$ cat src/rtl/mem_read_responder.sv
// Memory-side read responder: level-held request, programmable wait states,
// registered data_ready/data_bus hold window, preloadable RAM and read counter.
module mem_read_responder #(
    parameter int ADDR_W      = 4,
    parameter int DATA_W      = 8,
    parameter int WAIT_CYCLES = 3,
    parameter int HOLD_CYCLES = 2
) (
    input  logic              clk,
    input  logic              rst,
    input  logic              mem_read,
    input  logic [ADDR_W-1:0] addr,
    input  logic              mem_write,
    input  logic [DATA_W-1:0] wr_data,
    output logic [DATA_W-1:0] data_bus,
    output logic              data_ready,
    output logic              busy,
    output logic [7:0]        read_count
);
    localparam int DEPTH = 2 ** ADDR_W;
    localparam int MAXC  = (WAIT_CYCLES > HOLD_CYCLES) ? WAIT_CYCLES : HOLD_CYCLES;
    localparam int CW    = $clog2(MAXC + 1);
    localparam logic [CW-1:0] WLAST = CW'((WAIT_CYCLES > 0) ? WAIT_CYCLES - 1 : 0);
    localparam logic [CW-1:0] HLAST = CW'(HOLD_CYCLES - 1);

    typedef enum logic [1:0] {
        S_IDLE,
        S_WAIT,
        S_READY,
        S_RELEASE
    } state_t;

    state_t              state;
    state_t              state_nxt;
    logic [CW-1:0]       cnt;
    logic [ADDR_W-1:0]   lat_addr;
    logic [ADDR_W-1:0]   rd_addr;
    logic                enter_ready;
    logic [DATA_W-1:0]   ram [DEPTH];

    always_ff @(posedge clk) begin
        if (rst) state <= S_IDLE;
        else     state <= state_nxt;
    end

    always_comb begin
        state_nxt = state;
        unique case (state)
            S_IDLE: begin
                // a write in the same cycle defers the read by one edge
                if (mem_read && !mem_write)
                    state_nxt = (WAIT_CYCLES == 0) ? S_READY : S_WAIT;
            end
            S_WAIT: begin
                if (!mem_read)         state_nxt = S_IDLE;
                else if (cnt == WLAST) state_nxt = S_READY;
            end
            S_READY: begin
                if (!mem_read)         state_nxt = S_IDLE;
                else if (cnt == HLAST) state_nxt = S_RELEASE;
            end
            S_RELEASE: begin
                if (!mem_read) state_nxt = S_IDLE;
            end
        endcase
    end

    always_comb begin
        busy        = (state != S_IDLE);
        enter_ready = (state_nxt == S_READY) && (state != S_READY);
        rd_addr     = (state == S_IDLE) ? addr : lat_addr;
    end

    always_ff @(posedge clk) begin
        if (rst) begin
            cnt        <= '0;
            lat_addr   <= '0;
            data_bus   <= '0;
            data_ready <= 1'b0;
            read_count <= '0;
            for (int i = 0; i < DEPTH; i++) ram[i] <= '0;
        end else begin
            if (state_nxt != state)
                cnt <= '0;
            else if (state == S_WAIT || state == S_READY)
                cnt <= cnt + 1'b1;
            if (state == S_IDLE && state_nxt != S_IDLE)
                lat_addr <= addr;
            if (state == S_IDLE && mem_write)
                ram[addr] <= wr_data;
            data_ready <= (state_nxt == S_READY);
            if (enter_ready)
                data_bus <= ram[rd_addr];
            else if (state_nxt != S_READY)
                data_bus <= '0;
            if (enter_ready && read_count != 8'hFF)
                read_count <= read_count + 8'd1;
        end
    end
endmodule

$ cat config.mk
export PLATFORM = sky130hd
export DESIGN_NAME = mem_read_responder
export DESIGN_NICKNAME = d
export VERILOG_FILES = /design/src/rtl/mem_read_responder.sv
export SDC_FILE = /design/constraint.sdc
export NUM_CORES = 1
export LEC_CHECK = 0
export BUFFER_PORTS_ARGS = -buffer_cell sky130_fd_sc_hd__buf_2
export CORE_ASPECT_RATIO = 1.25
export CORE_MARGIN = 2
export CORE_UTILIZATION = 30
export CTS_CLUSTER_SIZE = 12
export DETAILED_ROUTE_END_ITERATION = 10
export GPL_TIMING_DRIVEN = 0
export SETUP_SLACK_MARGIN = 0.02
export SYNTH_ARGS = -nofsm -noshare
export SYNTH_HDL_FRONTEND = slang
export SYNTH_SLANG_ARGS = --single-unit
export TNS_END_PERCENT = 20
$ cat constraint.sdc
create_clock -name clk -period 3.3 [get_ports clk]
set_input_delay 0.66 -clock clk [delete_from_list [all_inputs] [get_ports clk]]
set_output_delay 0.66 -clock clk [all_outputs]
set_load 0.03 [all_outputs]
# Yosys cells after proc, flatten, opt, wreduce, memory -nomap -nowiden

Memory sizes are Yosys's and may differ from the RTL's.
Index checks and enable logic that the tools add are counted.

Reduce and logical (&&, ||, !) cells: 13
Equality and inequality tests: 10
$add $sub $neg: 2
Muxes and demuxes: 18

Operator list:

| cell                                          | number |
|---|---|
| two-way mux 8 bit                             | 3 |
| two-way mux 2 bit                             | 6 |
| adder 8 x 1 -> 8 bit, second input constant   | 1 |
| == test 2 bit, second input constant          | 4 |
| two-way mux 4 bit                             | 2 |
| inequality test 8 bit, second input constant  | 1 |
| case mux 2 bit (4 select lines)               | 1 |
| OR reduction 8 bit                            | 1 |
| two-way mux 1 bit                             | 6 |
| nonzero test 2 bit                            | 3 |
| logical AND 1 bit                             | 5 |
| == test 2 x 1 -> 1 bit, second input constant | 2 |
| inequality test 2 bit, second input constant  | 2 |
| adder 2 x 1 -> 2 bit, second input constant   | 1 |
| zero test 2 bit                               | 1 |
| inequality test 2 bit                         | 1 |
| OR reduction 2 bit                            | 1 |
| zero test 1 bit                               | 1 |
| logical OR 1 bit                              | 1 |

Input bits: 16
Memory bits (writable): 128
Memories: 1
Output and inout bits: 18
Word-level logic and storage cells: 50
Flip-flop bits (word level): 25

Memory list:

| name | depth | width | read ports | clocked after Yosys merged registers in | write ports | RTL line | RTL |
|---|---|---|---|---|---|---|---|
| ram  | 16    | 8     | 1          | 0                                       | 16          | 39       | `logic [DATA_W-1:0] ram [DEPTH];` |

# Depth between registers and ports, before layout

Gate-level depths: netlist of the first run.

Word-level depth: 7
Mapped depth: 11
Gate-level depth less buffers: 8

# Worst setup path before layout of the first run

OpenSTA, ideal clock, no wires.

Path type: flip-flop to flip-flop
From: register state[1]
To: memory ram[1][0], enable pin
Buffers on the path: 2
Clock period less this slack: 2398 ps
Library setup time: 384 ps
Cell stages (with the launch flop): 9
Arrival: 2014 ps
Setup slack: 902 ps
Path through: dfxtp_1 -> inv_1 -> ha_1 -> buf_6 -> buf_6 -> nand2_1 -> nor3_1 -> nand2b_1 -> o21ai_0

RTL lines:

| what                   | RTL line | RTL |
|---|---|---|
| from (decl)            | 33       | `state_t state;` |
| from (signal assigned) | 43       | `else state <= state_nxt;` |
| to (decl)              | 39       |  |

==> results of run 1 <==
## routing by layer
layer  up-vias  wire length [microns]  part of all wire, %  global-route usage, %
met5         -                      0                    0                      0
met2       173                  10700                   50                   27.8
met1      2710                   8690                   41                   19.3
li1       2692                      -                    -                      -
met4         0                    740                  3.5                   7.12
met3        44                   1180                  5.5                   3.38
## power breakdown
| part | leakage [nW] | switching, mW | internal (mW) | total (mW) |
|---|---|---|---|---|
| Clock | 0.292 | 0.809 | 1.12 | 1.93 |
| Sequential | 1.54 | 0.0275 | 2.16 | 2.18 |
| Combinational | 1.45 | 0.339 | 0.137 | 0.476 |
## layout make-up
type / instances / share of cell area [%]
flip-flops and latches: 153 / 49.1
multi-input cells: 537 / 34.9
clock buffers: 22 / 5.84
well taps: 335 / 4.74
plain buffers: 37 / 2.33
repair buffers: 33 / 1.87
clock inverters: 10 / 0.849
inverters: 8 / 0.340
## logic make-up after synthesis
| logic type | count (synthesis) | share of synthesized area (%) |
|---|---|---|
| XOR/XNOR | 6 | 0.685 |
| multiplexers | 11 | 1.68 |
| AND/OR/NAND/NOR | 381 | 25.3 |
| adder cells (fa/ha/maj) | 7 | 1.14 |
| buffers and inverters | 45 | 3.08 |
| flip-flops | 153 | 56.7 |
| AO/OA/AOI/OAI | 132 | 11.4 |
## worst paths after layout
kind                    start  slack [ns]     endpoint  cells past startpoint
setup / recovery     state[1]        0.20    ram[1][2]                      8
hold / removal    data_bus[5]        0.48  data_bus[5]                      1
setup reg to reg     state[1]        0.20    ram[1][2]                      8
hold reg to reg   data_bus[5]        0.48  data_bus[5]                      1
## cell usage in the layout, fill, tap and decap left out, drive strengths merged, types with 4 or more instances in the layout
master | Yosys | final
ha | 7 | 7
nand2 | 115 | 115
a221oi | 7 | 7
mux2i | 8 | 8
nor2 | 58 | 58
a32oi | 7 | 7
nand4 | 4 | 4
nor2b | 29 | 29
or2 | 5 | 5
a22o | 7 | 7
o22ai | 14 | 14
buf | 20 | 53
xnor2 | 5 | 5
and2 | 131 | 131
o21ai | 34 | 34
a211oi | 10 | 10
nand2b | 5 | 5
edfxtp | 128 | 128
nand3 | 10 | 10
dfxtp | 25 | 25
clkbuf | 17 | 39
nor3 | 17 | 17
a21oi | 38 | 38
inv | 8 | 13
## worst max-delay path: stages (launching register included)
cell and delay, ns:
dfxtp_1 0.40, inv_1 0.20, ha_1 0.22, buf_6 0.18, buf_6 0.17, nand2_1 0.08, nor3_1 0.25, nand2b_1 0.26
o21ai_0 0.96
## state kept, by name, summed over array words and instances (netlist names)
register,cells
ram,128
data_bus,8
read_count,8
lat_addr,4
cnt,2
state,2
data_ready,1
## per-stage QoR
stage | instances | utilization (%)
finish | 1135 | 35.1
global route | 1135 | 35.1
CTS | 1135 | 35.1
detailed placement | 1103 | 32.7
global placement | 1103 | 32.7
floorplan | 735 | -
==> results.cfg, run 1 <==
[die]
rows = 65
die_w_microns = 147
ios = 34
die_area_sq_um = 26900
core_area_sq_um = 25200
start_util_pct = 30.4
fp.dieH_microns = 183

[global_routing]
antenna_found_initial = 0
grt_usage_pct = 16.1
grt_pass1_wl_mm = 32.0
grt_max_degree = 17
grt_pass1_vias = 5461
overflow = 0

[final_layout]
n_fill_cell = 2555
synthToLayoutAreaGrowth_pct = 15.3
post_route_cells_drive_above_1_share_pct = 13.5
diodes = 0
fin_area_sq_um = 8840
seqCellArea_sq_um = 4340
fin_nets = 810
multiInputGateArea_sq_um = 3090

[route]
ant_nets = 0
via_per_inst = 4.95
wl_mm = 21.3
drtPass1Iterations = 8
routed-via-count = 5619
drt-initial-drc-count = 496
wire_per_inst_microns = 18.8
drc = 0

[setup_path]
cp.arrival_ns = 3.15
worstPathMaxFanout = 10
cp-end-kind = register
required_ns = 3.35
crit_type = register to register
cp-start-kind = register

[clock_tree]
numCtsBuffers = 17
insertion_delay_ns = 0.44
cts.path.max_buffers = 2
cts_tree = built
cts_sinks = 153
cts_resized = 0
postCtsSetupBuffers = 0
postCtsHoldBufs = 0
clkTransAtPathRegs_ns = 0.06
cts_root_buf = clkbuf_16
htreeDepth = 4

[sta]
rsz0062_at_grt = no
fmax_mhz = 323
fin_crit_sh_pct = 93.9
relSlewSlack_pct = 16.2
clock_skew_ns = 0.0117
slew_violations = 0
fin_ws_ns = 0.202
final_hold_viol_count = 0
final.setup.tns_ns = 0
hold_ws_ns = 0.482
period_needed_ns = 3.10
worst_pin_slew_ns = 1.24
setup_violations = 0

[synth]
synth_ff_type = edfxtp_1
synth_common_cells = and2_1 (130), edfxtp_1 (128), nand2_1 (113), nor2_1 (58), a21oi_1 (38)
async_flop_share_pct = 0
synthTopCellsByArea = edfxtp_1 (50%), and2_1 (11%), dfxtp_1 (6.5%), nand2_1 (5.5%), nor2_1 (2.8%)
seq_area_frac_synth_pct = 56.7
netlist_area_sq_um = 7670
avgSynthCellArea_sq_um = 10.4
yosysMostFrequentCell = and2_1
yosysTopAreaCell = edfxtp_1
synthesis.instances = 735
ys_types = 56
synth_edf_count = 128
yosysWarnings = 0
synth_top_area_share_pct = 50.1
syn_nets = 758
ys_seq_elements = 153

[power_and_ir_drop]
power_density_nw_per_um2 = 519
vdd_drop_max_uv = 371
total_power_mw = 4.59
power_leakage_nw = 3.28

[worst_hold_path]
hold_path.class = register to register

[place]
io_buffers = 33
place_ws_ns = 0.165
postPlaceCellArea_sq_um = 8250
routabilityCongestion = 0.900
hpwl_mm = 15.7

[run_status]
status = finished clean

[job]
max_cap_violations = 0
Power figures use the tool's default switching activity.
==> run 2: changes to the inputs <==
--- a/config.mk
+++ b/config.mk
@@ -7,7 +7,6 @@
 export LEC_CHECK = 0
 export BUFFER_PORTS_ARGS = -buffer_cell sky130_fd_sc_hd__buf_2
 export CORE_ASPECT_RATIO = 1.25
-export CORE_MARGIN = 2
 export CORE_UTILIZATION = 30
 export CTS_CLUSTER_SIZE = 12
 export DETAILED_ROUTE_END_ITERATION = 10
==> run 2 against run 1 <==
Sequential share of layout area decreased by 0.14 points. Combinational power about the same. Core utilization rose by 0.099 points. Via count grew 0.12%. Design area is 0.28% higher. Sequential power hardly changed. Register-to-register slack better by 0.05 ns. Sequential cell count unchanged. Critical endpoint is now ram[14][1]. Largest power group unchanged.
==> results.cfg, run 2 (synthesis results as in run 1) <==
[run_status]
status = finished clean

[job]
max_cap_violations = 0

[setup_path]
crit_top_cell = buf_6
crit_path_max_incr_delay_ns = 1.05
worstPathMaxFanout = 10
required_ns = 3.34
critPathBufInv = 3
crit_type = register to register
cp-end-kind = register
crit_path_top_delay_cell = o21ai_0
cp.arrival_ns = 3.08
cp-start-kind = register
crit_chain = inv_1 -> ha_1 -> buf_6 -> buf_6 -> nand2_1 -> nor2_1 -> nand3_1 -> o21ai_0
crit_family = compound AO/OA/AOI/OAI gates

[sta]
period_needed_ns = 3.04
relSlewSlack_pct = 14.4
worst_pin_slew_ns = 1.27
setup_violations = 0
slew_violations = 0
fin_crit_sh_pct = 92.2
fmax_mhz = 329
final_hold_viol_count = 0
rsz0062_at_grt = no
final.setup.tns_ns = 0
clock_skew_ns = 0.00964

[route]
wl_mm = 21.2
routed-via-count = 5626
ant_nets = 0
via_per_inst = 4.96
drt-initial-drc-count = 491
wire_per_inst_microns = 18.7
drc = 0
drtPass1Iterations = 5

[global_routing]
grt_usage_pct = 16.9
grt_max_degree = 17
grt_pass1_wl_mm = 32.8
overflow = 0
grt_pass1_vias = 5625
antenna_found_initial = 0

[final_layout]
fin_nets = 810
diodes = 0
synthToLayoutAreaGrowth_pct = 15.7
largest-register = ram
n_fill_cell = 2571
fin_cells = 1135
reg_top3 = ram: 128 flops, data_bus: 8 flops, read_count: 8 flops
largest_reg_flops = 128
layout_common_cells = and2_1 (130), edfxtp_1 (128), nand2_1 (113)
post_route_cells_drive_above_1_share_pct = 13.3
layout_commonest_cell = and2_1

[clock_tree]
cts_sinks = 153
cts_tree = built
cts_root_buf = clkbuf_16
clkTransAtPathRegs_ns = 0.06
cts_resized = 0
cts.path.max_buffers = 2
htreeDepth = 4
numCtsBuffers = 17
postCtsHoldBufs = 0
insertion_delay_ns = 0.43
postCtsSetupBuffers = 0

[place]
io_buffers = 33
routabilityCongestion = 0.854
hpwl_mm = 15.7
dp_cells = 1103

[die]
die_area_sq_um = 26200
fp.dieH_microns = 181
die_w_microns = 145
ios = 34
core_area_sq_um = 25200
rows = 65
start_util_pct = 30.4

[worst_hold_path]
hold_path.class = register to register

[power_and_ir_drop]
power_density_nw_per_um2 = 528
vdd_drop_max_uv = 392
power_leakage_nw = 3.29
run 2: cell count changes in the layout (fill, tap and decap cells not counted), sizes merged:
cell,previous run,this run
bufinv,0,2
clkbuf,39,40
clkinvlp,2,1
inv,13,11
run 2: per-layer routing:
metal  global-route usage (%)  share of wire [%]
met3                     2.68                5.1
met1                     20.3                 41
met2                     29.3                 50
met5                        0                  0
met4                     8.09                3.3
run 2: per-stage QoR:
stage | utilization (%) | setup WS (ns) | power [mW] | area [sq um] | hold slack, ns
after floorplan | - | 0.902 | 2.51 | 7670 | 0.484
after global placement | 32.7 | 0.240 | 2.69 | 8250 | 0.486
after detailed placement | 32.7 | 0.197 | 2.69 | 8250 | 0.468
after CTS | 35.2 | 0.184 | 4.70 | 8870 | 0.483
after global routing | 35.2 | 0.0384 | 4.82 | 8870 | 0.501
final | 35.2 | 0.257 | 4.69 | 8870 | 0.478
run 2: worst register-to-register path: cells and delay by family, from the launching register on:
family / cells / cell delay, ns
buffers and inverters: 3 / 0.53
adders and majority gates: 1 / 0.21
and+or+nand+nor: 3 / 0.47
AOI/OAI and AO/OA: 1 / 1.05
DFF: 1 / 0.40
run 2: area by class of cell:
class | instances | area, sq um | share of cell area, %
clock buffers | 23 | 510 | 5.76
clock inverters | 9 | 106 | 1.20
inverters | 8 | 30.0 | 0.339
multi-input cells | 537 | 3090 | 34.8
repair buffers | 33 | 165 | 1.86
well taps | 335 | 419 | 4.73
plain buffers | 37 | 206 | 2.33
flip-flops and latches | 153 | 4340 | 49.0
run 2: path summary, 6_finish.rpt:
kind	start	to	slack [ns]	depth (start not counted)
worst min register to register	data_bus[0]	data_bus[0]	0.48	1
worst max-delay path	state[1]	ram[14][1]	0.26	8
worst max register to register	state[1]	ram[14][1]	0.26	8
worst min-delay path	data_bus[0]	data_bus[0]	0.48	1
run 2: where the power goes:
group | leakage, nW | internal [mW] | switching, mW
clock | 0.305 | 1.25 | 0.781
combinational | 1.45 | 0.137 | 0.338
sequential | 1.54 | 2.16 | 0.0271
==> run 3: changes to the inputs <==
--- a/config.mk
+++ b/config.mk
@@ -5,7 +5,8 @@
 export SDC_FILE = /design/constraint.sdc
 export NUM_CORES = 1
 export LEC_CHECK = 0
-export BUFFER_PORTS_ARGS = -buffer_cell sky130_fd_sc_hd__buf_2
+export ABC_AREA = 1
+export BUFFER_PORTS_ARGS = -buffer_cell sky130_fd_sc_hd__buf_4
 export CORE_ASPECT_RATIO = 1.25
 export CORE_UTILIZATION = 30
 export CTS_CLUSTER_SIZE = 12
==> run 3 against run 2 <==
Register-to-register slack gained 0.55 ns. Critical path depth is 1 lower. Final cell count rose by 2.1%. Die area shrank 5.4%. Worst hold slack worse by 0.027 ns. Combinational power grew 9.1%. Non-clock buffer count fell by 2. Critical path type unchanged. Largest power group unchanged.
==> results.cfg, run 3 <==
[run_status]
status = finished clean

[die]
ios = 34
core_area_sq_um = 23700
start_util_pct = 30.5
die_area_sq_um = 24800
rows = 63
fp.dieH_microns = 176
die_w_microns = 141

[clock_tree]
cts.path.max_buffers = 2
clkTransAtPathRegs_ns = 0.07
postCtsSetupBuffers = 0
htreeDepth = 4
insertion_delay_ns = 0.42
cts_sinks = 153
cts_resized = 0
postCtsHoldBufs = 0
numCtsBuffers = 17
cts_root_buf = clkbuf_16
cts_tree = built

[global_routing]
grt_pass1_wl_mm = 30.4
antenna_found_initial = 0
grt_pass1_vias = 5430
grt_usage_pct = 16.4
grt_max_degree = 17
overflow = 0

[setup_path]
cp-end-kind = register
cp-start-kind = register
required_ns = 3.37
crit_type = register to register
worstPathMaxFanout = 10
cp.arrival_ns = 2.56

[sta]
relSlewSlack_pct = 51.7
fmax_mhz = 402
setup_violations = 0
fin_crit_sh_pct = 75.4
hold_ws_ns = 0.451
rsz0062_at_grt = no
period_needed_ns = 2.49
worst_pin_slew_ns = 0.721
final_hold_viol_count = 0
fin_ws_ns = 0.810
clock_skew_ns = 0.0126
final.setup.tns_ns = 0
slew_violations = 0

[route]
routed-via-count = 5646
via_per_inst = 4.87
drtPass1Iterations = 7
drc = 0
drt-initial-drc-count = 479
wire_per_inst_microns = 17.0
ant_nets = 0
wl_mm = 19.7

[synth]
synth_edf_count = 128
synth_ff_type = edfxtp_1
syn_nets = 793
yosysWarnings = 0
yosysTopAreaCell = edfxtp_1
synthTopCellsByArea = edfxtp_1 (53%), nand3_1 (9.8%), nand2_1 (8.6%), nor2_1 (7.4%), dfxtp_1 (6.9%)
ys_seq_elements = 153
synth_top_area_share_pct = 53.0
synthesis.instances = 770
synth_common_cells = nand2_1 (167), nand3_1 (142), nor2_1 (142), edfxtp_1 (128), inv_1 (44)
avgSynthCellArea_sq_um = 9.41
yosysMostFrequentCell = nand2_1
seq_area_frac_synth_pct = 59.9
ys_types = 30
netlist_area_sq_um = 7250
async_flop_share_pct = 0

[power_and_ir_drop]
power_leakage_nw = 3.35
vdd_drop_max_uv = 333
power_density_nw_per_um2 = 545

[job]
max_cap_violations = 0

[final_layout]
fin_area_sq_um = 8470
reg_top3 = ram: 128 flops, data_bus: 8 flops, read_count: 8 flops
diodes = 0
fin_nets = 845
largest_reg_flops = 128
post_route_cells_drive_above_1_share_pct = 15.0
layout_commonest_cell = nand2_1
largest-register = ram
synthToLayoutAreaGrowth_pct = 16.9
multiInputGateArea_sq_um = 2500
seqCellArea_sq_um = 4340
layout_common_cells = nand2_1 (167), nor2_1 (142), nand3_1 (142)
n_fill_cell = 2402

[place]
routabilityCongestion = 0.876
io_buffers = 33
place_ws_ns = 0.824
hpwl_mm = 14.1
postPlaceCellArea_sq_um = 7900

[worst_hold_path]
hold_path.class = register to register
[run 3: changes by cell type in the layout (fill, tap and decap cells not counted), sizes merged, moves of 29 or more]
cell / delta
nand2: +73
inv: +43
and2: -131
nor2: +87
nand3: +134
nor2b: -29
[run 3: kinds of logic (layout without fill, tap and decap cells)]
group / Yosys count / in the layout / synth area share, %
AOI/OAI and AO/OA: 33 / 33 / 2.59
xor gates and xnor gates: 8 / 8 / 0.967
adders and majority gates: 7 / 7 / 1.21
buffers and inverters: 83 / 147 / 5.49
muxes: 1 / 1 / 0.138
DFF: 153 / 153 / 59.9
and+or+nand+nor: 485 / 485 / 29.7
[run 3: path summary, 6_finish.rpt]
path	start	slack [ns]	to	cells after the start
worst min-delay path	lat_addr[3]	0.45	lat_addr[3]	2
worst max-delay path	state[0]	0.81	ram[12][6]	7
worst min register to register	lat_addr[3]	0.45	lat_addr[3]	2
worst max register to register	state[0]	0.81	ram[12][6]	7
[run 3: power by group]
part	internal [mW]	switching (mW)
Combinational	0.147	0.371
Clock	1.06	0.848
Sequential	2.17	0.0253
[run 3: area by class of cell]
class	count	share of cell area [%]
sequential	153	51.3
multi-input combinational	534	29.6
clock buffer	17	5.02
tap	325	4.80
timing repair buffer	33	2.93
buffer	35	2.57
inverter	48	2.13
clock inverter	14	1.67
[run 3: metrics by stage]
stage	std cells	util, %	total power [mW]
floorplan	770	-	2.55
global placement	1128	33.3	2.74
detailed placement	1128	33.3	2.74
CTS	1159	35.7	4.61
global route	1159	35.7	4.74
finish	1159	35.7	4.61
[run 3: worst max-delay path: stages, from the launching register on]
cell and delay [ns]:
dfxtp_1 0.36, inv_1 0.13, ha_1 0.26, buf_6 0.17, nand3_2 0.20, nor3_4 0.36, nand2_2 0.24, nand2_1 0.40
[run 3: routing by layer]
layer / vias to the layer above / GRT usage (%) / part of all wire [%]
li1: 2693 / - / -
met2: 215 / 29.8 / 52
met3: 43 / 2.21 / 5.2
met4: 0 / 7.61 / 3.4
met1: 2695 / 19.0 / 40
met5: - / 0 / 0
